<file path="src/rtl/carbonio_pio_pattern_tx.sv">
`default_nettype none
// ============================================================================
// carbonio_pio_pattern_tx : FIFO-fed timed pattern player for PIO output pins
// Rev 1.0
// ============================================================================
module carbonio_pio_pattern_tx #(
  parameter int WIDTH      = 32,
  parameter int FIFO_DEPTH = 16,
  parameter int INTERVAL_W = 16
) (
  input  logic                            clk,
  input  logic                            rst_n,
  input  logic                            enable,
  input  logic                            pat_push,
  input  logic [WIDTH-1:0]                pat_wdata,
  input  logic                            flush,
  input  logic                            out_we,
  input  logic [WIDTH-1:0]                out_wdata,
  input  logic                            cfg_we,
  input  logic [INTERVAL_W-1:0]           interval_wdata,
  input  logic [WIDTH-1:0]                mask_wdata,
  input  logic                            err_clr,
  output logic [WIDTH-1:0]                pio_out,
  output logic [$clog2(FIFO_DEPTH+1)-1:0] pat_count,
  output logic                            pat_full,
  output logic                            busy,
  output logic                            word_pulse,
  output logic                            underflow,
  output logic                            overflow,
  output logic [INTERVAL_W-1:0]           interval,
  output logic [WIDTH-1:0]                mask
);

  localparam int PTR_W = $clog2(FIFO_DEPTH);
  localparam int CNT_W = $clog2(FIFO_DEPTH+1);

  typedef enum logic [0:0] {
    ST_IDLE = 1'b0,
    ST_HOLD = 1'b1
  } state_t;

  state_t                 state_q, state_d;
  logic [INTERVAL_W-1:0]  hold_q, hold_d;
  logic [WIDTH-1:0]       pio_q, pio_d;
  logic [INTERVAL_W-1:0]  interval_q, interval_d;
  logic [WIDTH-1:0]       mask_q, mask_d;
  logic [PTR_W-1:0]       wr_ptr_q, wr_ptr_d;
  logic [PTR_W-1:0]       rd_ptr_q, rd_ptr_d;
  logic [CNT_W-1:0]       count_q, count_d;
  logic                   pulse_q, pulse_d;
  logic                   underflow_q, underflow_d;
  logic                   overflow_q, overflow_d;
  logic [WIDTH-1:0]       mem_q [FIFO_DEPTH];

  logic                   full;
  logic                   empty;
  logic                   push_ok;
  logic                   load;
  logic                   uf_set;
  logic                   ovf_set;
  logic [WIDTH-1:0]       head;

  assign full    = (count_q == CNT_W'(FIFO_DEPTH));
  assign empty   = (count_q == '0);
  assign head    = mem_q[rd_ptr_q];
  assign push_ok = pat_push && !full && !flush;
  assign ovf_set = pat_push && full;

  // Playback sequencer; load doubles as the FIFO pop.
  always_comb begin
    state_d = state_q;
    hold_d  = hold_q;
    load    = 1'b0;
    uf_set  = 1'b0;
    if (!enable) begin
      state_d = ST_IDLE;
      hold_d  = '0;
    end else begin
      case (state_q)
        ST_IDLE: begin
          if (!empty) load = 1'b1;
        end
        ST_HOLD: begin
          if (hold_q != '0) begin
            hold_d = hold_q - INTERVAL_W'(1);
          end else if (!empty) begin
            load = 1'b1;
          end else begin
            uf_set  = 1'b1;
            state_d = ST_IDLE;
          end
        end
        default: state_d = ST_IDLE;
      endcase
      if (load) begin
        state_d = ST_HOLD;
        hold_d  = interval_q;
      end
    end
  end

  always_comb begin
    wr_ptr_d = wr_ptr_q;
    rd_ptr_d = rd_ptr_q;
    count_d  = count_q;
    if (flush) begin
      wr_ptr_d = '0;
      rd_ptr_d = '0;
      count_d  = '0;
    end else begin
      if (push_ok) wr_ptr_d = wr_ptr_q + PTR_W'(1);
      if (load)    rd_ptr_d = rd_ptr_q + PTR_W'(1);
      case ({push_ok, load})
        2'b10:   count_d = count_q + CNT_W'(1);
        2'b01:   count_d = count_q - CNT_W'(1);
        default: count_d = count_q;
      endcase
    end
  end

  // Direct write first, so a coinciding load overrides only the masked bits.
  always_comb begin
    pio_d = pio_q;
    if (out_we) pio_d = out_wdata;
    if (load)   pio_d = (pio_d & ~mask_q) | (head & mask_q);
    interval_d  = cfg_we ? interval_wdata : interval_q;
    mask_d      = cfg_we ? mask_wdata : mask_q;
    pulse_d     = load;
    underflow_d = uf_set  ? 1'b1 : (err_clr ? 1'b0 : underflow_q);
    overflow_d  = ovf_set ? 1'b1 : (err_clr ? 1'b0 : overflow_q);
  end

  always_ff @(posedge clk or negedge rst_n) begin
    if (!rst_n) begin
      state_q     <= ST_IDLE;
      hold_q      <= '0;
      pio_q       <= '0;
      interval_q  <= '0;
      mask_q      <= '0;
      wr_ptr_q    <= '0;
      rd_ptr_q    <= '0;
      count_q     <= '0;
      pulse_q     <= 1'b0;
      underflow_q <= 1'b0;
      overflow_q  <= 1'b0;
    end else begin
      state_q     <= state_d;
      hold_q      <= hold_d;
      pio_q       <= pio_d;
      interval_q  <= interval_d;
      mask_q      <= mask_d;
      wr_ptr_q    <= wr_ptr_d;
      rd_ptr_q    <= rd_ptr_d;
      count_q     <= count_d;
      pulse_q     <= pulse_d;
      underflow_q <= underflow_d;
      overflow_q  <= overflow_d;
    end
  end

  // Storage needs no reset: occupancy alone decides what is valid.
  always_ff @(posedge clk) begin
    if (push_ok) mem_q[wr_ptr_q] <= pat_wdata;
  end

  assign pio_out    = pio_q;
  assign pat_count  = count_q;
  assign pat_full   = full;
  assign busy       = (state_q == ST_HOLD);
  assign word_pulse = pulse_q;
  assign underflow  = underflow_q;
  assign overflow   = overflow_q;
  assign interval   = interval_q;
  assign mask       = mask_q;

endmodule
`default_nettype wire

</file>
<file path="config.mk">
export PLATFORM = sky130hd
export DESIGN_NAME = carbonio_pio_pattern_tx
export DESIGN_NICKNAME = d
export VERILOG_FILES = /design/src/rtl/carbonio_pio_pattern_tx.sv
export SDC_FILE = /design/constraint.sdc
export NUM_CORES = 1
export LEC_CHECK = 0
export CELL_PAD_IN_SITES_DETAIL_PLACEMENT = 1
export CELL_PAD_IN_SITES_GLOBAL_PLACEMENT = 2
export CORE_MARGIN = 2
export CORE_UTILIZATION = 30
export DETAILED_ROUTE_END_ITERATION = 8
export GPL_ROUTABILITY_DRIVEN = 0
export GPL_TIMING_DRIVEN = 1
export PLACE_DENSITY = 0.65
export SLEW_MARGIN = 0
export SYNTH_ARGS = -nofsm -noshare
export SYNTH_HDL_FRONTEND = slang
export SYNTH_SLANG_ARGS = --single-unit
</file>
<file path="constraint.sdc">
create_clock -name clk -period 3.3 [get_ports clk]
set_clock_uncertainty 0.05 [all_clocks]
set_input_delay 0.33 -clock clk [delete_from_list [all_inputs] [get_ports clk]]
set_output_delay 0.33 -clock clk [all_outputs]
set_load 0.005 [all_outputs]
</file>
==> summary.txt <==
Status
  – Status: complete, no violations

Clock network
  – Root Buffer: clkbuf_16
  – Clock-pin slew on the worst setup and hold paths: 60 ps
  – Post-CTS setup buffer count: 0
  – CTS Buf Count: 70
  – Htree depth: 3
  – Clock sink count: between 600 and 700
  – Clk Latency, worst-skew pair: just over 600 ps
  – Worst-case clock buffer depth: 3
  – CTS tree: built

Yosys
  – Mux contribution to synthesized area: between 15 and 20%
  – Async SR Flop Fraction: a little under a fifth
  – Area share of the largest cell type after synthesis: 61.7%
  – Yosys synthesis warning count: 0
  – Mapped Nets: 1446
  – Most instantiated library cell after synthesis: edfxtp_1
  – Post-Syn Area: 0.0249 mm²
  – Synth Area in Compound Gates: 4.35%
  – Post-Synth XOR/XNOR Area: less than 1%
  – Largest family of logic cells by synthesized area: multiplexers
  – Top_reg_cell synth: edfxtp_1
  – Yosys reg bits: 625
  – EDFF count, synth: 512
  – Sequential area share after synthesis: approximately three quarters
  – Area leader, netlist: edfxtp_1
  – Synth Instances: between 1000 and 1500
  – Syn_area_per_cell: ~19 µm²
  – Synth Area in Simple Gates: ~3.8%
  – Top cells by count, synth: edfxtp_1, mux4_2, dfrtp_1
  – Synth top area cells: edfxtp_1, mux4_2, dfrtp_1
  – Adder-Cell Fraction of Synth Area: less than 1%
  – Netlist cell types: 59

Global route
  – Vias in the first global route: between 10000 and 15000
  – First-pass GRT wire length: 99800 µm
  – Initial antenna violation count: 2
  – Busiest grt layer: met2
  – GRT met1 Usage: between 20% and 30%
  – GRT Util Overall: between 10% and 20%
  – GRT overflow: 0
  – Largest net degree at the start of global routing: 67
  – Met3 global-route usage: roughly 3.0%
  – M2 GR Usage: 25.7%

Worst setup path
  – Buf/Inv on CP: 0
  – Worst Path Arrival: ~3500 ps
  – Cell Chain, Critical Path: nor4_4, nand3_2, o21a_1, nor2_1, xor2_1, ha_1, o31a_1, or4_4, a22oi_2, mux2_1
  – Worst Path Max Fanout: 6
  – Endpoint class of the critical path: flop
  – Kind of critical path: reg -> reg
  – Worst path required time: between 3000 and 4000 ps
  – Peak per-stage delay on the critical path: around 460 ps
  – Critical path's slowest cell: dfrtp_1
  – CP startpoint kind: flop
  – Crit-path leading delay family: simple AND/OR/NAND/NOR gates

Final layout
  – Share of layout cells above drive strength 1: about a quarter
  – Nets: 1729
  – Area Overhead vs Synth: 24.4%
  – Final instance area: 0.0310 mm²
  – Final Util: a little under two fifths
  – Number of fill cells: about 8000

Pwr
  – PD cells: 702 mW/mm²
  – Pleak: between 10 and 15 nW
  – Cell Int Power: about 16 mW
  – Sw frac: approximately 28%
  – Clock group share of total power: between 30% and 40%
  – Maximum vdd drop: about 0.00033 V
  – Net Sw Power: about 6 mW
  – Reg power frac: 43.0%
  – Combinational fraction of design power: 23.7%

Die
  – Die W: slightly below 300 µm
  – Starting Density: around 30%
  – Die H: between 200 and 300 µm
  – Core area: just over 0.08 mm²
  – I/O Pins: 210
  – Die area: around 0.085 mm²
  – Row count: 105

Timing
  – Fmax: roughly 0.32 GHz
  – Pins Over Slew Limit: 0
  – Period utilization: between 90 and 100%
  – Unrepaired setup endpoints after global routing: no
  – Tightest Pin Transition: 731 ps
  – Slew headroom: 51.2%
  – Final hold violation count: 0
  – Crit path time final: around 3000 ps
  – Final setup vio count: 0

Drt
  – Drt pass-1 iters: 5
  – Via/cell ratio: about 5.0
  – DRT iter0 DRCs: a little over 900
  – Routed len/inst: roughly 24 µm
  – Drt total wl: approximately 66000 µm
  – DRC violations left: 0
  – Post-route ant nets: 0
  – Vias post-DR: between 10000 and 15000

Place
  – Hpwl dp: about 42000 µm
  – PortBufs: 209
  – Placement Cell Area: roughly 0.029 mm²

Worst hold path
  – Hold Crit Class: in -> async

Job
  – Max-cap violations: 0
[path summary, 6_finish.rpt]
kind | start | endpoint | slack [ps] | cells after the start
hold / removal | rst_n | pio_out[31]$_DFF_PN0_ | 250 | 2
setup reg to reg | hold_q[11]$_DFFE_PN0P_ | pat_count[4]$_DFFE_PN0P_ | 210 | 10
min in group clk | cfg_we | mask[22]$_DFFE_PN0P_ | 280 | 2
max in group asynchronous | rst_n | mask[15]$_DFFE_PN0P_ | 2030 | 3
setup / recovery | hold_q[11]$_DFFE_PN0P_ | pat_count[4]$_DFFE_PN0P_ | 210 | 10
hold reg to reg | mask[7]$_DFFE_PN0P_ | pio_out[7]$_DFF_PN0_ | 460 | 1
[cells by family after synthesis]
family | Yosys count
muxes | 244
DFF | 625
buffers and inverters | 89
and+or+nand+nor | 186
AOI/OAI and AO/OA | 157
adders and majority gates | 9
xor gates and xnor gates | 7
[placed cells by master, fill, tap and decap left out, types with 21 or more instances in the layout]
master	n
buf_4	64
a21oi_1	48
dfrtp_1	109
mux2i_1	34
edfxtp_1	512
a221oi_1	33
nor2b_1	36
a31oi_1	38
nor2_1	61
mux2_2	81
nand2_1	21
clkbuf_16	71
clkdlybuf4s50_1	206
mux4_2	128
[sequential cells by signal, summed over array words and instances, names as in the netlist]
register	flops
rd_ptr_q	4
underflow	1
interval	16
word_pulse	1
mem_q	512
hold_q	16
pio_out	32
overflow	1
mask	32
wr_ptr_q	4
busy	1
pat_count	5
[cell type report]
class,count,area [µm²],area share (%)
Antenna cell,1,2.50,0.00807
Clock buffer,87,1840,5.92
Clock inverter,35,254,0.819
Inverter,12,45.0,0.145
Multi-Input combinational cell,603,6460,20.8
Sequential cell,625,18200,58.7
Tap cell,1070,1340,4.32
Timing Repair Buffer,288,2860,9.23
[per-stage QoR]
| stage | total power, mW | TNS (ps) | worst slack (ps) | std cells | hold slack, ps |
|---|---|---|---|---|---|
| 2_1_floorplan | 12.5 | -3230 | -19.9 | 1317 | -15.6 |
| 3_3_place_gp | 14.7 | 0 | 259 | 2597 | 331 |
| 3_5_place_dp | 14.8 | 0 | 199 | 2597 | 339 |
| 4_1_cts | 22.1 | 0 | 182 | 2720 | 251 |
| 5_1_grt | 22.8 | 0 | 26.4 | 2720 | 278 |
| 6_report | 21.8 | 0 | 214 | 2721 | 250 |
[per-layer routing]
| metal | vias up | wire, µm |
|---|---|---|
| li1 | 5922 | - |
| met1 | 7153 | 30100 |
| met2 | 321 | 31700 |
| met3 | 96 | 3280 |
| met4 | 2 | 1220 |
| met5 | - | 16 |
[timing repair]
item	in CTS	in global routing
hold endpoints to repair	43	0
hold buffers	1	0
setup endpoints to repair	0	1
resized for setup	0	2
[power by group through the flow]
stage / Clock, mW / Combinational (mW) / Sequential (mW)
finish: 7.26 / 5.15 / 9.35
global route: 7.80 / 5.63 / 9.42
CTS: 7.50 / 5.26 / 9.36
detailed placement: 0 / 5.24 / 9.52
global placement: 0 / 5.17 / 9.49
floorplan: 0 / 3.10 / 9.37
(Power assumes the default switching activity.)
